$ cat src/rtl/grid_scan_renderer_if.sv
// Pixel record stream from the grid scanner to the display writer.
interface grid_scan_renderer_if #(
  parameter int COORD_W = 4
);
  logic               pix_valid;
  logic               pix_ready;
  logic [COORD_W-1:0] pix_x;
  logic [COORD_W-1:0] pix_y;
  logic [1:0]         pix_code;
  logic               pix_last;

  modport master (
    output pix_valid, pix_x, pix_y, pix_code, pix_last,
    input  pix_ready
  );

  modport slave (
    input  pix_valid, pix_x, pix_y, pix_code, pix_last,
    output pix_ready
  );
endinterface

$ cat src/rtl/grid_scan_renderer.sv
// Row-major playfield scanner: classifies every cell from the head/body/apple flags and
// streams changed cells (or all cells on full refresh) to the display writer.
module grid_scan_renderer #(
  parameter int COORD_W = 4
) (
  input  logic                 system_clk,
  input  logic                 nreset,
  input  logic                 frame_start,
  input  logic                 full_refresh,
  output logic [COORD_W-1:0]   x,
  output logic [COORD_W-1:0]   y,
  input  logic                 head,
  input  logic                 body,
  input  logic                 apple,
  grid_scan_renderer_if.master pix,
  output logic                 busy,
  output logic                 frame_done
);
  localparam int NUM_CELLS = 2 ** (2 * COORD_W);
  localparam logic [COORD_W-1:0] MAX_COORD = {COORD_W{1'b1}};

  typedef enum logic [1:0] {
    IDLE  = 2'd0,
    QUERY = 2'd1,
    EMIT  = 2'd2,
    DONE  = 2'd3
  } state_t;

  state_t                       state;
  logic                         refresh_q;
  logic [NUM_CELLS-1:0][1:0]    shadow;
  logic [1:0]                   code;
  logic [2*COORD_W-1:0]         cell_idx;
  logic [2*COORD_W-1:0]         pix_idx;
  logic                         last_cell;
  logic                         changed;
  logic [COORD_W-1:0]           next_x;
  logic [COORD_W-1:0]           next_y;

  // Cell classification with head > body > apple > empty priority
  always_comb begin
    if (head) begin
      code = 2'b11;
    end else if (body) begin
      code = 2'b10;
    end else if (apple) begin
      code = 2'b01;
    end else begin
      code = 2'b00;
    end
  end

  assign cell_idx  = {y, x};
  assign pix_idx   = {pix.pix_y, pix.pix_x};
  assign last_cell = (x == MAX_COORD) && (y == MAX_COORD);
  assign changed   = refresh_q || (code != shadow[cell_idx]);
  assign next_x    = x + COORD_W'(1);
  assign next_y    = (x == MAX_COORD) ? (y + COORD_W'(1)) : y;

  // Scan FSM; the shadow only learns a code once the writer has accepted it
  always_ff @(posedge system_clk or negedge nreset) begin
    if (!nreset) begin
      state         <= IDLE;
      refresh_q     <= 1'b0;
      x             <= '0;
      y             <= '0;
      busy          <= 1'b0;
      frame_done    <= 1'b0;
      pix.pix_valid <= 1'b0;
      pix.pix_x     <= '0;
      pix.pix_y     <= '0;
      pix.pix_code  <= 2'b00;
      pix.pix_last  <= 1'b0;
      shadow        <= '0;
    end else begin
      case (state)
        IDLE: begin
          frame_done <= 1'b0;
          if (frame_start) begin
            refresh_q <= full_refresh;
            x         <= '0;
            y         <= '0;
            busy      <= 1'b1;
            state     <= QUERY;
          end
        end
        QUERY: begin
          if (changed) begin
            pix.pix_x     <= x;
            pix.pix_y     <= y;
            pix.pix_code  <= code;
            pix.pix_last  <= last_cell;
            pix.pix_valid <= 1'b1;
            state         <= EMIT;
          end else if (last_cell) begin
            busy       <= 1'b0;
            frame_done <= 1'b1;
            state      <= DONE;
          end else begin
            x <= next_x;
            y <= next_y;
          end
        end
        EMIT: begin
          if (pix.pix_ready) begin
            shadow[pix_idx] <= pix.pix_code;
            pix.pix_valid   <= 1'b0;
            if (pix.pix_last) begin
              busy       <= 1'b0;
              frame_done <= 1'b1;
              state      <= DONE;
            end else begin
              x     <= next_x;
              y     <= next_y;
              state <= QUERY;
            end
          end
        end
        DONE: begin
          frame_done <= 1'b0;
          x          <= '0;
          y          <= '0;
          state      <= IDLE;
        end
        default: begin
          state         <= IDLE;
          busy          <= 1'b0;
          frame_done    <= 1'b0;
          pix.pix_valid <= 1'b0;
        end
      endcase
    end
  end
endmodule

$ cat src/flat_wrapper.sv
// flat-port wrapper written by rule: the top's interface ports become plain ports
module grid_scan_renderer_flat 
#(
  parameter int COORD_W = 4
)
  (system_clk, nreset, frame_start, full_refresh, x, y, head, body, apple, busy, frame_done, pix_pix_valid, pix_pix_x, pix_pix_y, pix_pix_code, pix_pix_last, pix_pix_ready);
  grid_scan_renderer_if #(.COORD_W(COORD_W)) pix_i ();
  input  logic system_clk;
  input  logic nreset;
  input  logic frame_start;
  input  logic full_refresh;
  output logic [COORD_W-1:0] x;
  output logic [COORD_W-1:0] y;
  input  logic head;
  input  logic body;
  input  logic apple;
  output logic busy;
  output logic frame_done;
  output wire logic [$bits(pix_i.pix_valid)-1:0] pix_pix_valid;
  output wire logic [$bits(pix_i.pix_x)-1:0] pix_pix_x;
  output wire logic [$bits(pix_i.pix_y)-1:0] pix_pix_y;
  output wire logic [$bits(pix_i.pix_code)-1:0] pix_pix_code;
  output wire logic [$bits(pix_i.pix_last)-1:0] pix_pix_last;
  input wire logic [$bits(pix_i.pix_ready)-1:0] pix_pix_ready;
  assign pix_pix_valid = pix_i.pix_valid;
  assign pix_pix_x = pix_i.pix_x;
  assign pix_pix_y = pix_i.pix_y;
  assign pix_pix_code = pix_i.pix_code;
  assign pix_pix_last = pix_i.pix_last;
  assign pix_i.pix_ready = pix_pix_ready;
  grid_scan_renderer #(.COORD_W(COORD_W)) u_core (.system_clk(system_clk), .nreset(nreset), .frame_start(frame_start), .full_refresh(full_refresh), .x(x), .y(y), .head(head), .body(body), .apple(apple), .pix(pix_i), .busy(busy), .frame_done(frame_done));
endmodule
$ cat config.mk
export PLATFORM = sky130hd
export DESIGN_NAME = grid_scan_renderer_flat
export DESIGN_NICKNAME = d
export VERILOG_FILES = /design/src/rtl/grid_scan_renderer_if.sv /design/src/rtl/grid_scan_renderer.sv /design/src/flat_wrapper.sv
export SDC_FILE = /design/constraint.sdc
export NUM_CORES = 1
export LEC_CHECK = 0
export BUFFER_PORTS_ARGS = -buffer_cell sky130_fd_sc_hd__buf_2
export CAP_MARGIN = 5
export CORE_AREA = 3 3 222 224
export CTS_CLUSTER_SIZE = 10
export DETAILED_ROUTE_END_ITERATION = 12
export DIE_AREA = 0 0 225 227
export GPL_TIMING_DRIVEN = 0
export PLACE_DENSITY = 0.8
export SLEW_MARGIN = 20
export SYNTH_ARGS = -nofsm -noshare
export SYNTH_HDL_FRONTEND = slang
export SYNTH_SLANG_ARGS = --single-unit
$ cat constraint.sdc
create_clock -name system_clk -period 6.9 [get_ports system_clk]
set_clock_uncertainty 0.1 [all_clocks]
set_input_delay 0.69 -clock system_clk [delete_from_list [all_inputs] [get_ports system_clk]]
set_output_delay 0.69 -clock system_clk [all_outputs]
set_load 0.01 [all_outputs]
# After elaboration in Yosys (flattened, before gate mapping)
# Cells that the tools add are included.
# word_totals
regBits	537
input_bits	8
output_inout_bits	22
elab_cells	342
# op_classes
n_addsub	2
order_cmp	3
n_eq_ne	15
mux	40
n_reduce_logical	15
# ops
cell	n
512-bit bitwise mux	1
4-bit two-way mux	10
4-bit case mux with 4 select lines	2
8-bit by 9-bit < comparator with 1-bit output, second input constant	2
2-bit two-way mux	9
2-bit binary-select mux with 8-bit select	1
2-bit demux with 8-bit select	1
1-bit two-way mux	12
2-bit != test, second input constant	5
4-bit by 1-bit adder with 4-bit output, second input constant	2
4-bit == test, second input constant	2
8-bit by 1-bit greater-or-equal comparator with 1-bit output, second input constant	1
2-bit case mux with 4 select lines	1
2-bit by 1-bit != test with 1-bit output, second input constant	3
1-bit case mux with 3 select lines	2
2-bit AND reduction	3
3-bit AND reduction	2
6-bit AND reduction	1
5-bit AND reduction	1
2-bit == test, second input constant	2
4-bit AND reduction	1
3-bit by 1-bit != test with 1-bit output, second input constant	1
3-bit nonzero test	1
2-bit by 1-bit == test with 1-bit output, second input constant	1
7 further kinds	8

# Longest topological paths before layout
# depth
word_depth	7
depth_mapped	16
depth_no_buf	10

# Least setup slack after synthesis
# Ideal clock, no wire load.
# synth_timing
path_kind	reg-to-reg
from	register u_core.x[0]
to	register u_core.pix.pix_code[0]
setup_ns	0.125
arrival_time_ns	3.253
t_required_ns	6.675
path_slack_ns	3.422
path_stages_with_launch	12
n_path_buf	2
synth_period_minus_slack_ns	3.478
cell_sequence	dfrtp_1 -> buf_6 -> buf_12 -> mux4_1 -> a22oi_1 -> a21oi_1 -> o41ai_2 -> a31oi_1 -> nor4_2 -> mux2_4 -> a21oi_1 -> mux2_2
# synth_via
elab_chain_cells	5
# synth_lines
element	line_no	rtl
start: declaration	grid_scan_renderer.sv:10	output logic [COORD_W-1:0] x,
start signal: assignment	grid_scan_renderer.sv:100	x <= next_x;
start signal: assignment	grid_scan_renderer.sv:113	x <= next_x;
2-bit binary-select mux with 8-bit select	grid_scan_renderer.sv:56	assign changed = refresh_q || (code != shadow[cell_idx]);
2-bit two-way mux (not written as such)	grid_scan_renderer.sv:56	
2-bit != test	grid_scan_renderer.sv:56	
1-bit logical OR	grid_scan_renderer.sv:56	
2-bit AND reduction (no source line)	n/a	
end signal: assignment	grid_scan_renderer.sv:91	pix.pix_code <= code;
end: declaration	grid_scan_renderer_if.sv:13	output pix_valid, pix_x, pix_y, pix_code, pix_last,
# Every way passes these cells. The select of a mux whose other input is x is not followed.
# A chain may end at the register's enable or synchronous reset.

# Worst setup path in the final report
# layout_timing
from	register u_core.x[1]
to	register u_core.busy
# layout_via
elab_chain_cells	6
elab_cells_between_ends	9
classes_between	4 x eq/ne; 2 x mux; 3 x reduce/logical
# layout_lines
element	line_no	rtl
2-bit binary-select mux with 8-bit select	grid_scan_renderer.sv:56	
2-bit two-way mux (not written as such)	grid_scan_renderer.sv:56	
2-bit != test	grid_scan_renderer.sv:56	
1-bit logical OR	grid_scan_renderer.sv:56	
2-bit != test (no source line)	n/a	
6-bit AND reduction (no source line) *	n/a	
end signal: assignment	grid_scan_renderer.sv:67	busy <= 1'b0;
end signal: assignment	grid_scan_renderer.sv:83	busy <= 1'b1;
end signal: assignment	grid_scan_renderer.sv:96	busy <= 1'b0;
end: declaration	grid_scan_renderer.sv:16	output logic busy,
# Mark *: on every way between the ends. The rest lies on a longest branch, timed or not. The select of a mux whose other input is x is not followed.

==> reports/qor.csv <==
stage;metric;value;unit
run_status;status;complete, no violations;
setup_path;crit_top_cell;buf_4;
drt;drtAntennaViolNets;0;
setup_path;rrSetupSlack;1.43;ns
setup_path;cp-endpoint;u_core.busy;
global_route;grt_start_max_net_pins;103;
job;cap_viol_max_count;0;
drt;drc;0;
clock_tree;ctsHoldBuffers;1;
floorplanning;initial_core_util;0.5467;
logic_synthesis;synth_edf_count;0;
clock_tree;clk_pin_slew;0.07;ns
setup_path;crit_arrival;5.91;ns
drt;drt-initial-drc-count;2308;
logic_synthesis;ys_seq_elements;537;
power_and_ir_drop;p_leak;13.32;nW
global_route;antenna_found_initial;2;
final_layout;insertedDiodeCount;0;
timing;max_freq;182.8;MHz
setup_path;crit_path_end_kind;register;
timing;final.min_clock_period;5.471;ns
floorplanning;core;47550;um^2
global_route;grt_overflow;0;
floorplanning;die_h;227;um
global_route;gr-usage-all-layers;0.3334;
timing;rsz0062_at_grt;false;
setup_path;cp_slowest_cell;clkinv_1;
clock_tree;cts-root-buf;clkbuf_16;
final_layout;nets;2065;
setup_path;cpPeakStageDelay;0.59;ns
clock_tree;cts_max_path_buffers;3;
clock_tree;ctsResizeCount;0;
placed_design;dp_slack;1.828;ns
global_route;grt-busiest-layer;met2;
timing;fin_crit_sh;0.7929;
power_and_ir_drop;switchingPower;2.921;mW
final_layout;layout-drive-gt1-share;0.3859;
logic_synthesis;yosys_most_used_dff;dfrtp_1;
logic_synthesis;synthCells;1952;
global_route;grt_first_pass_wirelength;124.1;mm
global_route;grt_util_met3;0.1364;
power_and_ir_drop;netSwitchingFraction;0.3504;
final_layout;nFillCells;3496;
setup_path;critPathLaunchType;register;
hold_path;hp-class;primary input to register;
setup_path;worstPathMaxFanout;10;
setup_path;rr_worst_depth;14;
global_route;grt_pass1_vias;19080;
final_layout;syn2layout_area_growth;10.37;%
global_route;use_met1;0.4096;
timing;worst_pin_slew;1.292;ns
timing;relSlewSlack;0.1384;
setup_path;critical_path_buf_inv_count;5;
timing;hold_viol;0;
logic_synthesis;netlist_area;25990;um^2
setup_path;path_depth;14;
setup_path;reg2reg_to;u_core.busy;
placed_design;gp_congestion;1.077;
setup_path;critPathRequiredTime;7.34;ns
setup_path;crit_family;buffers and inverters;
power_and_ir_drop;p_comb_frac;0.267;
power_and_ir_drop;p_int;5.414;mW
timing;fin_tns_setup;0;ns
floorplanning;die_area;51080;um^2
setup_path;worstPathCellList;buf_4 -> buf_4 -> buf_4 -> buf_4 -> clkinv_1 -> nor2_1 -> nand2_1 -> a311oi_1 -> a211oi_1 -> a31oi_1 -> xor2_1 -> nand3b_1 -> a2111oi_2 -> mux2i_1;
drt;viasPerCell;6.955;
drt;dr_total_vias;18610;
clock_tree;htreeDepth;2;
floorplanning;dieWidth;225;um
logic_synthesis;yosysWarnings;0;
logic_synthesis;async_flop_share;1.000;
power_and_ir_drop;ir_drop;0.2026;mV
floorplanning;pin_count;30;
clock_tree;cts_tree;built;
placed_design;hpwl;56.57;mm
drt;totalWireLength;84.63;mm
timing;final-setup-viol-count;0;
global_route;grtUsageMet2;0.4960;
clock_tree;cts_setup_buffers;0;
logic_synthesis;avgSynthCellArea;13.32;um^2
setup_path;startpoint;u_core.x[1];
power_and_ir_drop;power_frac_seq;0.395;
power_and_ir_drop;clkPwrFrac;0.338;
drt;post_drt_wl_per_cell;31.64;um
setup_path;r2r-start;u_core.x[1];
logic_synthesis;ys_types;66;
drt;dr.pass1.iters;9;
setup_path;worstSetupPathType;register to register;
floorplanning;rows;80;
timing;setup_slack;1.429;ns
logic_synthesis;syn-num-nets;1966;
placed_design;io_buffers;29;
clock_tree;clock_latency;0.64;ns
clock_tree;cts_buffers;60;
logic_synthesis;ys_seq_area_frac;0.5169;
power_and_ir_drop;power_density;290.5;nW/um^2
clock_tree;cts_sinks;537;
timing;maxSlewViolCount;0;
-- synthesized netlist by cell type, types with 2 or more instances --
master / number / area, um^2
mux2_2: 539 / 6070
dfrtp_1: 537 / 13440
nor2_1: 195 / 732.0
nand2_1: 148 / 555.5
clkbuf_1: 103 / 386.6
mux4_2: 98 / 2207
mux2i_1: 39 / 390.4
o21ai_0: 33 / 165.2
nand3_1: 18 / 90.09
a22oi_1: 16 / 120.1
buf_2: 15 / 75.07
inv_1: 15 / 56.30
a21oi_1: 14 / 70.07
buf_4: 13 / 97.59
nor2b_1: 12 / 75.07
nor3_1: 11 / 55.05
o22ai_1: 11 / 68.82
a221oi_1: 9 / 78.83
and2_1: 9 / 56.30
mux4_1: 9 / 236.5
nand2b_1: 9 / 56.30
o221ai_1: 7 / 61.31
buf_6: 6 / 67.56
ha_1: 6 / 75.07
a211oi_1: 5 / 37.54
and3_1: 5 / 31.28
a2111oi_0: 4 / 35.03
a22o_1: 4 / 35.03
a31oi_1: 4 / 25.02
a311oi_1: 3 / 26.28
nand3b_1: 3 / 22.52
nand4_1: 3 / 18.77
nor4_1: 3 / 18.77
o41ai_2: 3 / 48.80
or3_1: 3 / 18.77
a211o_1: 2 / 17.52
a21o_1: 2 / 15.01
a41oi_1: 2 / 17.52
buf_12: 2 / 40.04
clkinv_1: 2 / 7.510
o2111ai_1: 2 / 17.52
o22a_1: 2 / 17.52
o311ai_0: 2 / 17.52
o31ai_2: 2 / 25.02
-- per-layer routing --
| layer | vias to the layer above | part of all wire |
|---|---|---|
| li1 | 7300 | - |
| met1 | 9553 | 0.36 |
| met2 | 1309 | 0.43 |
| met3 | 437 | 0.13 |
| met4 | 6 | 0.079 |
| met5 | - | 0.00076 |
-- power groups by stage --
stage | sequential, mW | clock (mW) | combinational, mW
floorplan | 3.33 | 0 | 1.20
global placement | 3.34 | 0 | 2.08
detailed placement | 3.34 | 0 | 2.12
CTS | 3.29 | 2.80 | 2.14
global route | 3.30 | 2.94 | 2.28
finish | 3.29 | 2.81 | 2.23
-- state kept, by name, summed over array words and instances, names as in the netlist --
| signal | cells |
|---|---|
| u_core.pix.pix_code | 2 |
| u_core.x | 4 |
| u_core.pix.pix_valid | 1 |
| u_core.busy | 1 |
| u_core.frame_done | 1 |
| u_core.state | 2 |
| u_core.pix.pix_y | 4 |
| u_core.y | 4 |
| u_core.shadow | 512 |
| u_core.pix.pix_last | 1 |
| u_core.pix.pix_x | 4 |
| u_core.refresh_q | 1 |
-- placed cells by master (no fill, tap or decap), drive strengths merged, types with 5 or more instances in the layout --
| master | netlist | final |
|---|---|---|
| inv | 16 | 18 |
| nor2 | 195 | 195 |
| nand2b | 10 | 10 |
| a22oi | 16 | 16 |
| mux2 | 540 | 540 |
| ha | 6 | 6 |
| o221ai | 7 | 7 |
| buf | 38 | 74 |
| a21oi | 14 | 14 |
| dfrtp | 537 | 537 |
| mux2i | 39 | 39 |
| nand2 | 148 | 148 |
| nor2b | 12 | 12 |
| a31oi | 5 | 5 |
| and2 | 9 | 9 |
| a2111oi | 5 | 5 |
| nand3 | 18 | 18 |
| o21ai | 33 | 33 |
| and3 | 5 | 5 |
| clkbuf | 103 | 171 |
| mux4 | 107 | 107 |
| o22ai | 11 | 11 |
| nor3 | 11 | 11 |
| a211oi | 5 | 5 |
| a221oi | 9 | 9 |
-- worst reg2reg max path, stage by stage, from the launching register on --
cell,delay (ns)
dfrtp_1,0.39
buf_4,0.29
buf_4,0.36
buf_4,0.36
buf_4,0.36
clkinv_1,0.61
nor2_1,0.43
nand2_1,0.10
a311oi_1,0.47
a211oi_1,0.18
a31oi_1,0.48
xor2_1,0.39
nand3b_1,0.20
a2111oi_2,0.45
mux2i_1,0.21
-- cell families after synthesis --
family / count (synthesis) / share of synthesized area
buffers and inverters: 159 / 0.02897
AND/OR/NAND/NOR: 426 / 0.06912
flip-flops: 537 / 0.5169
multiplexers: 686 / 0.3431
adder cells (fa/ha/maj): 6 / 0.002888
AO/OA/AOI/OAI: 137 / 0.03865
XOR/XNOR: 1 / 0.0003370
-- worst min path at each step --
stage / start / endpoint / slack (ns) / depth (start not counted)
global placement: u_core.shadow[270] / u_core.shadow[270] / 0.38 / 1
CTS: full_refresh / u_core.refresh_q / 0.18 / 2
global route: full_refresh / u_core.refresh_q / 0.19 / 2
finish: full_refresh / u_core.refresh_q / 0.19 / 2
floorplan: nreset / u_core.busy / 0.29 / 0
detailed placement: u_core.shadow[265] / u_core.shadow[265] / 0.39 / 1
-- through the flow --
step	instance area (um^2)	instances	total power, mW	utilization	hold WS, ns
after floorplan	25990	1952	4.536	-	0.2944
after global placement	26910	2596	5.417	0.5660	0.3814
after detailed placement	27090	2603	5.466	0.5698	0.3879
after CTS	28690	2675	8.231	0.6034	0.1789
after global routing	28690	2675	8.517	0.6034	0.1919
final	28690	2675	8.335	0.6034	0.1861
-- layout make-up --
| type | instances | area [um^2] | area share |
|---|---|---|---|
| sequential | 537 | 13440 | 0.4684 |
| inverter | 18 | 67.56 | 0.002355 |
| tap | 615 | 769.5 | 0.02682 |
| buffer | 141 | 690.7 | 0.02407 |
| clock inverter | 3 | 25.02 | 0.0008722 |
| multi-input combinational | 1256 | 11820 | 0.4118 |
| clock buffer | 68 | 1563 | 0.05447 |
| timing repair buffer | 37 | 321.6 | 0.01121 |
Power figures use the tool's default switching activity.
